**src/rtl/pipe_ctrl_pkg.sv**
```systemverilog
// pipe_ctrl_pkg: state encoding, register constants and hazard priority shared by the pipeline controller and the forwarding unit.
package pipe_ctrl_pkg;
  typedef enum logic [1:0] {INIT = 2'd0, RUN = 2'd1, FLUSH = 2'd2} state_e;
  localparam logic [4:0] REG_ZERO = 5'd0;
  typedef enum logic [1:0] {PRIO_NONE, PRIO_LU, PRIO_MP, PRIO_BUSY} prio_e;
  function automatic prio_e prio_sel(input logic busy, input logic mp, input logic lu);
    return busy ? PRIO_BUSY : mp ? PRIO_MP : lu ? PRIO_LU : PRIO_NONE;
  endfunction
endpackage

```
**src/rtl/pipeline_hazard_detect.sv**
```systemverilog
// hazard_detect: combinational load-use and branch-mispredict detection.
module hazard_detect
  import pipe_ctrl_pkg::*;
(
  input  logic       id_valid_i,
  input  logic [4:0] id_rs1_i,
  input  logic [4:0] id_rs2_i,
  input  logic       id_rs1_used_i,
  input  logic       id_rs2_used_i,
  input  logic       ex_valid_i,
  input  logic [4:0] ex_rd_i,
  input  logic       ex_rd_memory_i,
  input  logic       ex_is_branch_i,
  input  logic       ex_taken_i,
  input  logic       ex_prediction_i,
  output logic       lu_o,
  output logic       mp_o
);
  assign lu_o = id_valid_i & ex_valid_i & ex_rd_memory_i & (ex_rd_i != REG_ZERO) &
                ((id_rs1_used_i & (id_rs1_i == ex_rd_i)) | (id_rs2_used_i & (id_rs2_i == ex_rd_i)));
  assign mp_o = ex_valid_i & ex_is_branch_i & (ex_taken_i != ex_prediction_i);
endmodule

```
**src/rtl/pipeline_hazard_ctrl.sv**
```systemverilog
// pipeline_hazard_ctrl: drives stage-latch hold/squash, PC enable and redirect, and counts stall and flush events.
module pipeline_hazard_ctrl
  import pipe_ctrl_pkg::*;
#(
  parameter int FLUSH_HOLD = 1,
  parameter int CNT_W      = 16
) (
  input  logic             stg_clk,
  input  logic             reset_n,
  input  logic             id_valid,
  input  logic [4:0]       id_rs1,
  input  logic [4:0]       id_rs2,
  input  logic             id_rs1_used,
  input  logic             id_rs2_used,
  input  logic             ex_valid,
  input  logic [4:0]       ex_rd,
  input  logic             ex_rd_memory,
  input  logic             ex_is_branch,
  input  logic             ex_taken,
  input  logic             ex_prediction,
  input  logic             mem_busy,
  output logic             pc_ena,
  output logic             redirect,
  output logic             if_id_ena,
  output logic             if_id_x,
  output logic             id_ex_ena,
  output logic             id_ex_x,
  output logic             ex_mem_ena,
  output logic [CNT_W-1:0] stall_cnt,
  output logic [CNT_W-1:0] flush_cnt
);
  state_e           state_q, state_d;
  logic [2:0]       hold_q, hold_d;
  logic [CNT_W-1:0] stall_q, stall_d, flush_q, flush_d;
  logic             lu, mp;
  prio_e            prio;
  hazard_detect u_det (
    .id_valid_i(id_valid), .id_rs1_i(id_rs1), .id_rs2_i(id_rs2),
    .id_rs1_used_i(id_rs1_used), .id_rs2_used_i(id_rs2_used),
    .ex_valid_i(ex_valid), .ex_rd_i(ex_rd), .ex_rd_memory_i(ex_rd_memory),
    .ex_is_branch_i(ex_is_branch), .ex_taken_i(ex_taken), .ex_prediction_i(ex_prediction),
    .lu_o(lu), .mp_o(mp)
  );
  assign prio      = prio_sel(mem_busy, mp, lu);
  assign stall_cnt = stall_q;
  assign flush_cnt = flush_q;
  // Load-use in INIT/FLUSH is dropped: decode already holds a bubble there.
  always_comb begin
    state_d    = state_q;
    hold_d     = hold_q;
    stall_d    = stall_q;
    flush_d    = flush_q;
    pc_ena     = 1'b1;
    redirect   = 1'b0;
    if_id_ena  = 1'b1;
    if_id_x    = 1'b0;
    id_ex_ena  = 1'b1;
    id_ex_x    = 1'b0;
    ex_mem_ena = 1'b1;
    if (prio == PRIO_BUSY) begin
      pc_ena     = 1'b0;
      if_id_ena  = 1'b0;
      id_ex_ena  = 1'b0;
      ex_mem_ena = 1'b0;
    end else if (prio == PRIO_MP) begin
      redirect = 1'b1;
      if_id_x  = 1'b1;
      id_ex_x  = 1'b1;
      flush_d  = &flush_q ? flush_q : flush_q + CNT_W'(1);
      hold_d   = 3'(FLUSH_HOLD);
      state_d  = (FLUSH_HOLD == 0) ? RUN : FLUSH;
    end else if (state_q == INIT) begin
      if_id_x = 1'b1;
      id_ex_x = 1'b1;
      state_d = RUN;
    end else if (state_q == FLUSH) begin
      if_id_x = 1'b1;
      hold_d  = hold_q - 3'd1;
      state_d = (hold_q == 3'd1) ? RUN : FLUSH;
    end else if (prio == PRIO_LU) begin
      pc_ena    = 1'b0;
      if_id_ena = 1'b0;
      id_ex_x   = 1'b1;
      stall_d   = &stall_q ? stall_q : stall_q + CNT_W'(1);
    end
  end
  always_ff @(posedge stg_clk or negedge reset_n) begin
    if (!reset_n) begin
      state_q <= INIT;
      hold_q  <= 3'd0;
      stall_q <= '0;
      flush_q <= '0;
    end else begin
      state_q <= state_d;
      hold_q  <= hold_d;
      stall_q <= stall_d;
      flush_q <= flush_d;
    end
  end
endmodule

```
**config.mk**
```make
export PLATFORM = sky130hd
export DESIGN_NAME = pipeline_hazard_ctrl
export DESIGN_NICKNAME = d
export VERILOG_FILES = /design/src/rtl/pipe_ctrl_pkg.sv /design/src/rtl/pipeline_hazard_detect.sv /design/src/rtl/pipeline_hazard_ctrl.sv
export SDC_FILE = /design/constraint.sdc
export NUM_CORES = 1
export LEC_CHECK = 0
export BUFFER_PORTS_ARGS = -buffer_cell sky130_fd_sc_hd__buf_2
export CORE_ASPECT_RATIO = 2
export CORE_MARGIN = 4
export CORE_UTILIZATION = 54
export DETAILED_ROUTE_END_ITERATION = 10
export PLACE_DENSITY = 0.93
export RECOVER_POWER = 100
export SLEW_MARGIN = 20
export SYNTH_ARGS = -nofsm -noshare
export SYNTH_HDL_FRONTEND = slang
export SYNTH_SLANG_ARGS = --single-unit
```
**constraint.sdc**
```tcl
create_clock -name stg_clk -period 2.6 [get_ports stg_clk]
set_clock_uncertainty 0.05 [all_clocks]
set_input_delay 0.52 -clock stg_clk [delete_from_list [all_inputs] [get_ports stg_clk]]
set_output_delay 0.52 -clock stg_clk [all_outputs]
set_load 0.01 [all_outputs]
```
# [Yosys cells after proc, flatten, opt, wreduce, memory -nomap -nowiden]
# Index checks and enable logic that the tools add are counted.
# W data, S select, Z words.
[totals] regBits=37 in_bits=26 elab_cells=68
[classes] addsub=3 n_eq_ne=9 mux=27 bitwise=15 reduce_logical=10
[ops] cell="$add A16 B1 Y16 const B" n=2
[ops] cell="$reduce_and A16 Y1" n=2
[ops] cell="$mux W1" n=18
[ops] cell="$mux W2" n=6
[ops] cell="$eq A5 B5 Y1" n=2
[ops] cell="$mux W3" n=3
[ops] cell="$and A1 B1 Y1" n=8
[ops] cell="$eq A2 B2 Y1 const B" n=3
[ops] cell="$not A1 Y1" n=6
[ops] cell="$reduce_and A3 Y1" n=2
[ops] cell="$reduce_and A6 Y1" n=1
[ops] cell="$reduce_bool A5 Y1" n=1
[ops] cell="$eq A3 B1 Y1 const B" n=1
[ops] cell="$reduce_bool A3 Y1" n=1
[ops] cell="$sub A3 B1 Y3 const B" n=1
[ops] cell="$eq A2 B1 Y1 const B" n=1
[ops] cell="$logic_not A2 Y1" n=1
[ops] cell="$ne A2 B2 Y1 const B" n=1
[ops] cell="$reduce_and A2 Y1" n=1
[ops] cell="$reduce_bool A2 Y1" n=1
[ops] cell="$ne A1 B1 Y1" n=1
[ops] cell="$or A1 B1 Y1" n=1

# [Logic depth before layout (Yosys ltp)]
[logic_depth] depth_word=13 ltp_mapped=8 ltp_nobuf=6

# [Hierarchy]
# A second synthesis with hierarchy kept.
[hier_totals] cells_unflattened=205 area_unflattened_um2=2062.0
[modules_own_cells] mod="pipeline_hazard_ctrl" n_inst=1 cells_per_inst=186 area_each_um2=1915.6 seq_area_each_um2=925.9
[modules_own_cells] mod="hazard_detect" n_inst=1 cells_per_inst=19 area_each_um2=146.4 seq_area_each_um2=0.0

# [Worst setup path before layout]
# No wires, ideal clock.
[synth_timing] path_kind="in2out" startpoint="input port ex_taken" endpoint="output port pc_ena" arrival_ns=1.617 setup_slack_ns=0.413 path_stages=6 n_path_buf=2 path_cell_list="xnor2_1 > or2_1 > buf_2 > and3_1 > a21oi_1 > buf_4"
[synth_between] elab_chain_cells=10
[synth_lines] element="start: declaration" line="pipeline_hazard_ctrl.sv:19" rtl="input logic ex_taken,"
[synth_lines] element="$ne A1 B1 Y1 *" line="pipeline_hazard_detect.sv:21" rtl="assign mp_o = ex_valid_i & ex_is_branch_i & (ex_taken_i != ex_prediction_i);"
[synth_lines] element="$and A1 B1 Y1 *" line="pipeline_hazard_detect.sv:21"
[synth_lines] element="$mux W2 * (2 in a row)" line="pipe_ctrl_pkg.sv:7" rtl="return busy ? PRIO_BUSY : mp ? PRIO_MP : lu ? PRIO_LU : PRIO_NONE;"
[synth_lines] element="$eq A2 B1 Y1" line="pipeline_hazard_ctrl.sv:80" rtl="end else if (prio == PRIO_LU) begin"
[synth_lines] element="$mux W1 (4 in a row)"
[synth_lines] element="$mux W1 *"
[synth_lines] element="end: declaration" line="pipeline_hazard_ctrl.sv:22" rtl="output logic pc_ena,"
# Mark *: on every way between the ends. The rest lies on a longest branch, timed or not.

# [Worst setup path after layout]
[layout_timing] startpoint="input port ex_prediction" endpoint="output port pc_ena"
[layout_between] elab_chain_cells=10
[layout_lines] element="start: declaration" line="pipeline_hazard_ctrl.sv:20" rtl="input logic ex_prediction,"
[layout_lines] element="$ne A1 B1 Y1 *" line="pipeline_hazard_detect.sv:21"
[layout_lines] element="$and A1 B1 Y1 *" line="pipeline_hazard_detect.sv:21"
[layout_lines] element="$mux W2 * (2 in a row)" line="pipe_ctrl_pkg.sv:7"
[layout_lines] element="$eq A2 B1 Y1" line="pipeline_hazard_ctrl.sv:80"
[layout_lines] element="$mux W1" line="pipeline_hazard_ctrl.sv:80"
[layout_lines] element="$mux W1" line="pipeline_hazard_ctrl.sv:76" rtl="end else if (state_q == FLUSH) begin"
[layout_lines] element="$mux W1" line="pipeline_hazard_ctrl.sv:72" rtl="end else if (state_q == INIT) begin"
[layout_lines] element="$mux W1" line="pipeline_hazard_ctrl.sv:65" rtl="end else if (prio == PRIO_MP) begin"
[layout_lines] element="$mux W1 *" line="pipeline_hazard_ctrl.sv:60" rtl="if (prio == PRIO_BUSY) begin"
# Marks and branches as above.

==> flow_metrics.py <==
metrics = {
    "status": {
        "run_status": "finished with violations",
        "violations": "max-capacitance violations, max-slew violations",
    },
    "place": {
        "port-buffer-count": 64,
        "routabilityCongestion": 0.7914,
        "dp.final_hpwl_um": 3588,
    },
    "worst_setup_path": {
        "crit_arrival_ps": 1650,
        "critical_path.reg2reg.endpoint": "stall_cnt[1]$_DFFE_PN0P_",
        "path_max_fanout": 5,
        "worst_setup_sp": "ex_prediction",
        "logic_depth_of_the_worst_register_to_register_path": 5,
        "critPathKind": "in -> out",
        "worst_setup_path_end_kind": "output port",
        "worst_r2r_startpoint": "stall_cnt[0]$_DFFE_PN0P_",
        "r2r_setup_slack_ps": 440,
        "cp_data_required_time_ps": 2030,
        "critPathCapture": "pc_ena",
        "startpoint_type": "input pin",
    },
    "clock_tree": {
        "cts_repair_resize_count": 0,
        "max-clock-path-buffers": 2,
        "cts_sinks": 37,
        "clock_tree.root_cell": "clkbuf_8",
        "clkSlewWorstSetupHoldPaths_ps": 70,
        "cts_made_buffers": 5,
        "tritoncts_clock_tree": "done",
        "postCtsSetupBuffers": 0,
        "worstSkewPairLatency_ps": 280,
        "cts-htree-levels": 2,
        "cts_hold_buffers": 0,
    },
    "logic_synthesis": {
        "synth.largest_area_cell": "dfrtp_1",
        "synth-seq-area-share": 0.4684,
        "yosys.area.top_type_share": 0.4684,
        "syn_area_um2": 1977,
        "ys_async_sr_fraction": 1.000,
        "primary_flip_flop_cell_chosen_by_synthesis_mapping": "dfrtp_1",
        "synth-edff-count": 0,
        "ys_top_cells_by_area": "dfrtp_1 (47%), xnor2_1 (14%), nand3_1 (4.3%)",
        "synth.net_count": 231,
        "synth-warning-count": 0,
        "synth.ff_latch_count": 37,
        "syn_area_per_cell_um2": 9.835,
        "synthCells": 201,
        "synth_cell_type_count": 35,
    },
    "drt": {
        "drc": 0,
        "drt_pre_antenna_iters": 4,
        "drt_iter0_markers": 42,
        "drt_wl_total_um": 4488,
        "avgRoutedWirePerCell_um": 14.11,
        "routed_via_density": 5.428,
        "postRouteAntennaNets": 0,
        "num_vias": 1726,
    },
    "floorplan": {
        "design.portCount": 65,
        "fp.dieH_um": 93.57,
        "floorplan.rows": 30,
        "core-area_um2": 3453,
        "floorplan.die_area_um2": 4752,
        "initial_cell_density_of_the_core": 0.5725,
        "die_w_um": 50.79,
    },
    "global_route": {
        "antenna_found_initial": 0,
        "overall_track_demand_over_capacity_in_global_routing": 0.2026,
        "overflow": 0,
        "grt_pass1_wl_um": 7410,
        "grt_max_degree": 38,
        "grt_pass1_vias": 1706,
    },
    "power_and_ir_drop": {
        "vdd.ir_drop.worst_mv": 0.4736,
        "p_per_area_nw_per_um2": 601.1,
        "p_leak_nw": 1.049,
    },
    "hold_path": {
        "hold_path.class": "reg -> reg",
        "worst_hold_path_cell_count": 1,
    },
    "sta": {
        "report.final.slew_viol_count": 38,
        "slew-limit-headroom": -0.2873,
        "finalSetupTns_ps": 0,
        "setup_viol_count_final": 0,
        "timing_limited_maximum_frequency_mhz": 450.0,
        "rsz_0062_raised_after_global_routing": "false",
        "hold_viol_final": 0,
        "timing.final.crit_period_ps": 2222,
        "layout_worst_path_cycle_share": 0.8547,
        "hold_slack_ps": 441.5,
        "worst_max_slew_pin_slew_ps": 1931,
    },
    "final_layout": {
        "most_common_cell_after_layout_fill_and_taps_aside": "clkbuf_1",
        "ff_latch_area_um2": 925.9,
        "antennaDiodeCount": 0,
        "num-nets-final": 299,
        "final_cell_mix": "clkbuf_1 (43), dfrtp_1 (37), xnor2_1 (32), buf_2 (24), nand2_1 (21)",
        "area_growth_pct": 19.75,
        "multi_input_logic_area_um2": 968.4,
        "final.fill_count": 313,
        "layout-drive-gt1-share": 0.1370,
    },
    "job": {
        "max_cap_viol_count": 1,
    },
}
==> how the worst min path moves through the flow <==
stage	startpoint	end	slack (ps)
after floorplan	reset_n	flush_cnt[0]$_DFFE_PN0P_	170
after global placement	flush_cnt[4]$_DFFE_PN0P_	flush_cnt[4]$_DFFE_PN0P_	420
after detailed placement	flush_cnt[4]$_DFFE_PN0P_	flush_cnt[4]$_DFFE_PN0P_	430
after CTS	reset_n	hold_q[1]$_DFFE_PN0P_	300
after global routing	stall_cnt[9]$_DFFE_PN0P_	stall_cnt[9]$_DFFE_PN0P_	470
final	flush_cnt[4]$_DFFE_PN0P_	flush_cnt[4]$_DFFE_PN0P_	440
==> logic make-up after synthesis <==
family                     count (synthesis)  share of synthesized area
adders and majority gates                  4                    0.02532
xor gates and xnor gates                  38                     0.1684
muxes                                      3                    0.01709
buffers and inverters                     14                    0.03543
and+or+nand+nor                           87                     0.2234
AOI/OAI and AO/OA                         18                    0.06202
DFF                                       37                     0.4684
==> critical path, cell delays in order <==
cell,delay (ps)
buf_2,100
xnor2_1,120
or2_0,270
and3_1,220
a21oi_1,230
clkbuf_1,190
==> where the power goes <==
part	leakage [nW]	internal, mW	switching [mW]
clock network	0.0542	0.240	0.195
logic	0.509	0.120	0.148
registers	0.485	0.640	0.0790
==> synthesized netlist by cell type (all sizes together), types with 2 or more instances <==
cell type	count
dfrtp	37
xnor2	32
nand2	21
nand3	17
nor2	16
nand4	11
inv	8
xor2	6
a21oi	5
and3	5
nor3	5
o21ai	5
and4	4
buf	4
ha	4
mux2	3
nor4	3
clkbuf	2
o31ai	2
==> registers in the layout (all words and copies together), names as in the netlist <==
register   cells
hold_q         3
flush_cnt     16
stall_cnt     16
state_q        2
==> area by class of cell <==
type	instances	area share
Clock buffer	7	0.04070
Clock inverter	1	0.002114
Inverter	8	0.01268
Multi-Input combinational cell	150	0.4091
Sequential cell	37	0.3911
Tap cell	48	0.02537
Timing Repair Buffer	67	0.1189
==> routing by layer <==
layer	vias to the layer above	track usage	share of wire
li1	827	-	-
met1	834	0.2136	0.35
met2	52	0.3810	0.57
met3	13	0.03509	0.049
met4	0	0.08315	0.029
met5	-	0	0
==> metrics by stage <==
| step | instance area (µm²) | util | setup WS, ps | power, mW | instances |
|---|---|---|---|---|---|
| floorplan | 1977 | - | 413.2 | 0.8849 | 201 |
| global placement | 2340 | 0.6775 | 436.1 | 0.9937 | 310 |
| detailed placement | 2340 | 0.6775 | 439.2 | 1.015 | 310 |
| CTS | 2441 | 0.7069 | 437.1 | 1.448 | 318 |
| global route | 2367 | 0.6855 | 226.7 | 1.501 | 318 |
| finish | 2367 | 0.6855 | 377.7 | 1.423 | 318 |
Power figures use the tool's default switching activity.
